===== src/rtl/arbiter_nx1_rr.sv =====
// N-to-1 round-robin bus arbiter: joins N hart memory ports onto one slave bus,
// holds the grant for the whole transaction, with an optional no-ack watchdog.
module arbiter_nx1_rr #(
  parameter int unsigned N_HARTS = 4,
  parameter int unsigned ID_W    = (N_HARTS > 1) ? $clog2(N_HARTS) : 1,
  parameter int unsigned RVA     = 1,
  parameter int unsigned TIMEOUT = 0
) (
  input  logic                   i_clk,
  input  logic                   i_rst,
  input  logic [N_HARTS-1:0]     i_bus_en,
  input  logic [N_HARTS-1:0]     i_wr_en,
  input  logic [N_HARTS*32-1:0]  i_wr_data,
  input  logic [N_HARTS*32-1:0]  i_addr,
  input  logic [N_HARTS*4-1:0]   i_byte_en,
  input  logic [N_HARTS-1:0]     i_atomic,
  input  logic [N_HARTS*7-1:0]   i_operation,
  output logic [N_HARTS-1:0]     o_ack,
  output logic [N_HARTS*32-1:0]  o_rd_data,
  output logic [N_HARTS-1:0]     o_err,
  output logic                   o_bus_en,
  output logic                   o_wr_en,
  output logic [31:0]            o_wr_data,
  output logic [31:0]            o_addr,
  output logic [3:0]             o_byte_en,
  output logic                   o_atomic,
  output logic [6:0]             o_operation,
  output logic [ID_W-1:0]        o_id,
  input  logic                   i_ack,
  input  logic [31:0]            i_rd_data
);

  localparam int unsigned WD_W = (TIMEOUT > 0) ? $clog2(TIMEOUT + 1) : 1;
  localparam logic [WD_W-1:0] WD_LAST = (TIMEOUT > 0) ? WD_W'(TIMEOUT - 1) : '0;
  localparam logic [WD_W-1:0] WD_MAX  = '1;
  localparam logic [ID_W:0]   N_EXT   = (ID_W + 1)'(N_HARTS);

  typedef enum logic {
    ST_IDLE  = 1'b0,
    ST_GRANT = 1'b1
  } state_e;

  state_e            state_q, state_d;
  logic [ID_W-1:0]   g_q, g_d;
  logic [ID_W-1:0]   ptr_q, ptr_d;
  logic [WD_W-1:0]   wd_q, wd_d;

  logic [N_HARTS-1:0] req_rot;
  logic [ID_W:0]      cand;
  logic               pick_found;
  logic [ID_W-1:0]    pick_idx;

  logic               sel_bus_en;
  logic               sel_wr_en;
  logic [31:0]        sel_wr_data;
  logic [31:0]        sel_addr;
  logic [3:0]         sel_byte_en;
  logic               sel_atomic;
  logic [6:0]         sel_operation;

  logic [ID_W:0]      g_inc;
  logic [ID_W-1:0]    g_next;
  logic               wd_fire;

  // Round-robin pick: rotate requests so bit 0 is the hart at ptr, take first set.
  always_comb begin
    req_rot    = N_HARTS'({i_bus_en, i_bus_en} >> ptr_q);
    pick_found = 1'b0;
    pick_idx   = '0;
    cand       = '0;
    for (int unsigned i = 0; i < N_HARTS; i++) begin
      if (!pick_found && req_rot[i]) begin
        pick_found = 1'b1;
        cand       = {1'b0, ptr_q} + (ID_W + 1)'(i);
        if (cand >= N_EXT) begin
          cand = cand - N_EXT;
        end
        pick_idx = ID_W'(cand);
      end
    end
  end

  // Mux of the currently granted hart's request fields.
  always_comb begin
    sel_bus_en    = 1'b0;
    sel_wr_en     = 1'b0;
    sel_wr_data   = '0;
    sel_addr      = '0;
    sel_byte_en   = '0;
    sel_atomic    = 1'b0;
    sel_operation = '0;
    for (int unsigned k = 0; k < N_HARTS; k++) begin
      if (g_q == ID_W'(k)) begin
        sel_bus_en    = i_bus_en[k];
        sel_wr_en     = i_wr_en[k];
        sel_wr_data   = i_wr_data[32*k +: 32];
        sel_addr      = i_addr[32*k +: 32];
        sel_byte_en   = i_byte_en[4*k +: 4];
        sel_atomic    = i_atomic[k];
        sel_operation = i_operation[7*k +: 7];
      end
    end
  end

  always_comb begin
    g_inc  = {1'b0, g_q} + (ID_W + 1)'(1);
    g_next = (g_inc == N_EXT) ? '0 : ID_W'(g_inc);
  end

  // Next-state and bus outputs; everything is zero while idle.
  always_comb begin
    state_d     = state_q;
    g_d         = g_q;
    ptr_d       = ptr_q;
    wd_d        = wd_q;
    wd_fire     = 1'b0;
    o_ack       = '0;
    o_rd_data   = '0;
    o_err       = '0;
    o_bus_en    = 1'b0;
    o_wr_en     = 1'b0;
    o_wr_data   = '0;
    o_addr      = '0;
    o_byte_en   = '0;
    o_atomic    = 1'b0;
    o_operation = '0;
    o_id        = '0;

    case (state_q)
      ST_IDLE: begin
        if (pick_found) begin
          state_d = ST_GRANT;
          g_d     = pick_idx;
          wd_d    = '0;
        end
      end

      ST_GRANT: begin
        wd_fire     = (TIMEOUT > 0) && (wd_q == WD_LAST) && sel_bus_en && !i_ack;
        o_bus_en    = sel_bus_en && !i_ack && !wd_fire;
        o_wr_en     = sel_wr_en;
        o_wr_data   = sel_wr_data;
        o_addr      = sel_addr;
        o_byte_en   = sel_byte_en;
        o_atomic    = (RVA != 0) ? sel_atomic : 1'b0;
        o_operation = (RVA != 0) ? sel_operation : 7'd0;
        o_id        = g_q;

        for (int unsigned k = 0; k < N_HARTS; k++) begin
          if (g_q == ID_W'(k)) begin
            o_ack[k]              = i_ack || wd_fire;
            o_err[k]              = wd_fire;
            o_rd_data[32*k +: 32] = i_ack ? i_rd_data : 32'd0;
          end
        end

        // Ack, withdrawal and watchdog all end the transaction and advance ptr.
        if (i_ack || !sel_bus_en || wd_fire) begin
          state_d = ST_IDLE;
          ptr_d   = g_next;
        end else if (wd_q != WD_MAX) begin
          wd_d = wd_q + WD_W'(1);
        end
      end

      default: begin
        state_d = ST_IDLE;
      end
    endcase
  end

  always_ff @(posedge i_clk) begin
    if (!i_rst) begin
      state_q <= ST_IDLE;
      g_q     <= '0;
      ptr_q   <= '0;
      wd_q    <= '0;
    end else begin
      state_q <= state_d;
      g_q     <= g_d;
      ptr_q   <= ptr_d;
      wd_q    <= wd_d;
    end
  end

endmodule


===== config.mk =====
export PLATFORM = sky130hd
export DESIGN_NAME = arbiter_nx1_rr
export DESIGN_NICKNAME = d
export VERILOG_FILES = /design/src/rtl/arbiter_nx1_rr.sv
export SDC_FILE = /design/constraint.sdc
export NUM_CORES = 1
export LEC_CHECK = 0
export CAP_MARGIN = 20
export CELL_PAD_IN_SITES_DETAIL_PLACEMENT = 1
export CELL_PAD_IN_SITES_GLOBAL_PLACEMENT = 1
export CORE_AREA = 2 2 217 219
export CTS_CLUSTER_DIAMETER = 50
export DETAILED_ROUTE_END_ITERATION = 7
export DIE_AREA = 0 0 219 221
export PLACE_DENSITY = 0.57
export SYNTH_ARGS = -nofsm -noshare
export SYNTH_HDL_FRONTEND = slang
export SYNTH_SLANG_ARGS = --single-unit

===== constraint.sdc =====
create_clock -name i_clk -period 2.11 [get_ports i_clk]
set_clock_uncertainty 0.2 [all_clocks]
set_input_delay 0.211 -clock i_clk [delete_from_list [all_inputs] [get_ports i_clk]]
set_output_delay 0.211 -clock i_clk [all_outputs]
set_load 0.005 [all_outputs]

After elaboration in Yosys (flattened, before gate mapping)
Cells that the tools add are included.
{"block": "word_totals", "wordCells": 97, "register_bits": 5, "in_bits": 347, "output_inout_bits": 216}
{"block": "classes", "shift": 1, "n_lt_le_gt_ge": 4, "eq_ne": 4, "n_mux": 63, "n_bitwise": 1, "n_addsub": 8, "reduce_logical": 13}
{"op": "$mux W32", "n": 15}
{"op": "$mux W128", "n": 1}
{"op": "$mux W7", "n": 5}
{"op": "$mux W1", "n": 25}
{"op": "$mux W4", "n": 6}
{"op": "$mux W2", "n": 10}
{"op": "$ge A3 B3 Y1 const B", "n": 3}
{"op": "$shr A8 B2 Y4", "n": 1}
{"op": "$sub A2 B1 Y2 const B", "n": 4}
{"op": "$add A2 B1 Y3 const B", "n": 2}
{"op": "$add A2 B2 Y3 const B", "n": 2}
{"op": "$logic_not A1 Y1", "n": 5}
{"op": "$eq A2 B2 Y1 const B", "n": 2}
{"op": "$logic_and A1 B1 Y1", "n": 4}
{"op": "$reduce_and A2 Y1", "n": 2}
{"op": "$eq A3 B3 Y1 const B", "n": 1}
{"op": "$ge A2 B3 Y1 const B", "n": 1}
{"op": "$eq A2 B1 Y1 const B", "n": 1}
{"op": "$logic_not A2 Y1", "n": 1}
{"op": "$pmux W1 S2", "n": 1}
{"op": "$logic_or A1 B1 Y1", "n": 1}
{"op": "$not A1 Y1", "n": 1}

Logic depth before layout (Yosys ltp)
{"block": "logic_depth", "word_depth": 13, "ltp_mapped": 10, "mapped_depth_nobuf": 6}

Least setup slack after synthesis
OpenSTA, ideal clock, no wires.
{"block": "synth_path", "kind": "flip-flop to output port", "start": "reg g_q[0]", "end": "out o_wr_data[0]", "n_path_buf": 3, "t_arrival_ns": 1.584, "setup_slack_ns": 0.115, "stages_incl_launch_ff": 10, "path_cell_list": "dfxtp_1 > inv_1 > ha_1 > nor2b_2 > buf_6 > buf_6 > buf_6 > a22oi_2 > o21ai_1 > a22o_1"}
{"block": "synth_via", "elab_chain_len": 6, "elab_cells_between_ends": 9, "cone_classes": "eq/ne (3); mux (5); reduce/logical (1)"}
{"element": "start, declared", "line": "44", "rtl": "logic [ID_W-1:0] g_q, g_d;"}
{"element": "start signal, assigned", "line": "180", "rtl": "g_q <= g_d;"}
{"element": "$logic_not A2 Y1", "line": "93", "rtl": "if (g_q == ID_W'(k)) begin"}
{"element": "$mux W32 (3 in series)", "line": "93"}
{"element": "$mux W32 *", "line": "93"}
{"element": "$mux W32 *", "line": "129", "rtl": "case (state_q)"}
{"element": "end, declared", "line": "23", "rtl": "output logic [31:0] o_wr_data,"}
Every way passes the cells marked *; elsewhere a longest branch is shown, timed or not.

Final worst setup path
{"block": "layout_path", "start": "reg g_q[0]", "end": "out o_operation[2]"}
{"block": "layout_via", "elab_chain_len": 6, "elab_cells_between_ends": 9, "cone_classes": "eq/ne (3); mux (5); reduce/logical (1)"}
{"element": "$logic_not A2 Y1", "line": "93"}
{"element": "$mux W7 (3 in series)", "line": "93"}
{"element": "$mux W7 *", "line": "93"}
{"element": "$mux W7 *", "line": "129"}
{"element": "end, declared", "line": "27", "rtl": "output logic [6:0] o_operation,"}
Marks and branches as above.

==> out/metrics.cfg <==
[status]
status=finished with violations
violations=negative setup slack

[pwr]
power_density_mw_per_mm2=337
ir_drop_mv=0.283
total_power_mw=4.19
leakage_nw=5.36

[cells_and_area]
num-fill-cells=5440
utilization_pct=27.0
diodes=0
nets=1582
layout-drive-gt1-share_pct=43.9
areaGrowthSynthToFinish_pct=236

[drt]
vias=7225
routed_via_density=3.94
dr.pass1.iters=4
ant_nets=0
wirelength_um=40400
drt_iter0_drc=228
remaining_drc_errors=0
wire_per_inst_um=22.0

[yosys]
yosysWarnings=0
synthCells=567
synth.cell_area_mm2=0.00370
yosys.area.top_type=and2_1
synthDistinctLibCells=33
synth_seq_area_share_pct=2.71
synth_top_area_share_pct=22.2
synth_area_leaders=and2_1 22%, a22o_1 18%, a22oi_2 10%, a22oi_1 9.5%, nand2_1 8.3%
synth_area_per_cell_um2=6.52
ys_ff_latch=5

[setup_path]
r2r_setup_slack_ns=-0.11
end_kind=output pin
cpPeakStageDelay_ns=0.37
worst_path_max_delay_cell=dfxtp_4
path_cells=inv_4 > ha_4 > nor2b_4 > buf_12 > buf_12 > buf_12 > buf_6 > a22oi_2 > o21ai_1 > a22o_1 > buf_2
critPathLaunchType=register
critical_path_class=reg2out
arrival_ns=2.07
path_common_cell=buf_12
r2r_cells=12
critPathRequiredTime_ns=1.70
crit_fanout=7
r2r-start=g_q[0]$_SDFFE_PN0P_
r2r-end=state_q$_SDFF_PN0_

[sta]
setup_slack_ns=-0.376
hold_ws_ns=0.358
fmax_mhz=402
hold_viol_final=0
post-route-period-util_pct=118
min_period_ns=2.49
rsz0062_at_grt=yes
finalSetupTns_ns=-34.62
finalSetupViolCount=160
slew_violations=0

[clock_tree]
clock-sinks=5
clockBufferDepth=2
cts_hold_buf=0
clockRootBuffer=clkbuf_16
h-tree-depth=1
numCtsBuffers=3
insertion_delay_ns=0.23
clkSlewWorstSetupHoldPaths_ns=0.04
cts_tree=done

[placement]
io_buffers=558
dp_hpwl_um=27200
place.gp.congestion=0.845

[min_path]
hp-start=ptr_q[1]$_SDFFE_PN0P_
worstHoldPathCells=2
hold_end=ptr_q[1]$_SDFFE_PN0P_
hold_path_class=reg2reg

[floorplanning]
die-area_mm2=0.0484
initial_utilization_pct=8.03
core-area_mm2=0.0461
die_h_um=221
row_count=79
die_x_um=219
io_pins=563

[global_route]
grt_pass1_wl_um=52400
grt-ovfl-total=0
grt_max_degree=46
grt_use_total_pct=14.5
antenna_found_initial=2
grt_pass1_vias=7464

[job]
drv_cap=0

-- worst max path at each step --
stage / depth (start not counted) / from / end
2_1_floorplan: 9 / g_q[0]$_SDFFE_PN0P_ / o_wr_data[0]
3_3_place_gp: 9 / g_q[0]$_SDFFE_PN0P_ / o_addr[17]
3_5_place_dp: 9 / g_q[0]$_SDFFE_PN0P_ / o_wr_data[30]
4_1_cts: 11 / g_q[0]$_SDFFE_PN0P_ / o_addr[23]
5_1_grt: 11 / g_q[0]$_SDFFE_PN0P_ / o_operation[2]
6_report: 11 / g_q[0]$_SDFFE_PN0P_ / o_operation[2]
-- cells in the final DEF, fill, tap and decap left out, types with 4 or more instances in the layout --
cell	synthesis	layout
a21oi_1	4	4
buf_8	0	14
o21ai_2	0	32
and2_4	0	34
buf_12	0	31
buf_4	7	56
o21ai_1	30	45
buf_16	0	21
clkbuf_2	0	23
a22oi_2	30	76
a22o_1	77	75
nand2_2	0	15
and3_4	0	4
conb_1	1	4
clkdlybuf4s50_1	0	360
and2_1	131	97
clkbuf_16	0	16
buf_6	5	61
buf_2	20	115
clkdlybuf4s15_2	0	7
dlygate4sd2_1	0	10
ha_4	0	4
nand2_4	0	13
nand2_1	82	53
clkdlybuf4s15_1	0	12
-- per-layer routing --
metal	vias to the layer above	part of all wire [%]	routed length, um	global-route usage (%)
met4	0	0.97	392	1.44
met2	254	52	21100	27.1
met1	3555	42	16900	18.0
met5	-	0	0	0
li1	3392	-	-	-
met3	24	5.1	2060	1.76
-- sequential cells by signal (all words and copies together), names as in the netlist --
register,count
g_q,2
ptr_q,2
state_q,1
-- cell type report --
type / instances / area, um2 / share of cell area, %
tap: 607 / 759 / 6.12
timing repair buffer: 725 / 7490 / 60.3
clock buffer: 3 / 75.1 / 0.605
clock inverter: 1 / 5.00 / 0.0403
inverter: 4 / 20.0 / 0.161
multi-input combinational: 491 / 3960 / 31.9
sequential: 5 / 105 / 0.847
-- cells by family after synthesis --
kind of cell	share of synthesized area, %
compound gates	50.7
simple gates	34.3
buf+inv	9.91
fa+ha+maj	1.69
flops	2.71
mux	0.541
other cells	0.101
-- through the flow --
stage | worst slack [ns] | std cells | area [um2]
floorplan | 0.115 | 570 | 3710
global placement | -0.545 | 1733 | 10500
detailed placement | -0.537 | 1733 | 10500
CTS | -0.378 | 1808 | 11500
global route | -0.419 | 1836 | 12400
finish | -0.376 | 1836 | 12400
-- timing repair --
action,in CTS,in global routing
cloned,22,16
setup endpoints to repair,210,182
gates resized for setup,847,217
buffers inserted,52,24
pin swaps,147,69
-- critical path, delay by kind of cell, from the launching register on --
family                   cells  cell delay [ns]
flip-flops                   1             0.37
AND/OR/NAND/NOR              1             0.13
AO/OA/AOI/OAI                3             0.49
buffers and inverters        6             0.69
adder cells (fa/ha/maj)      1             0.15
-- report_power, final --
part / total [mW] / internal (mW) / switching (mW)
combinational: 3.75 / 2.20 / 1.55
clock: 0.318 / 0.248 / 0.0698
sequential: 0.124 / 0.106 / 0.0181
-- synthesized netlist by cell type, drive strengths merged --
cell type	instances
and2	131
nand2	82
o21ai	81
a22o	77
a22oi	77
clkbuf	38
buf	32
and3	5
dfxtp	5
ha	5
nor2b	5
a21oi	4
inv	4
nand2b	3
nor2	3
mux2i	2
o21a	2
a211oi	1
a21bo	1
a21o	1
a221oi	1
and4b	1
conb	1
nand4b	1
nor3	1
nor3b	1
nor4b	1
or3	1
(Power assumes the default switching activity.)
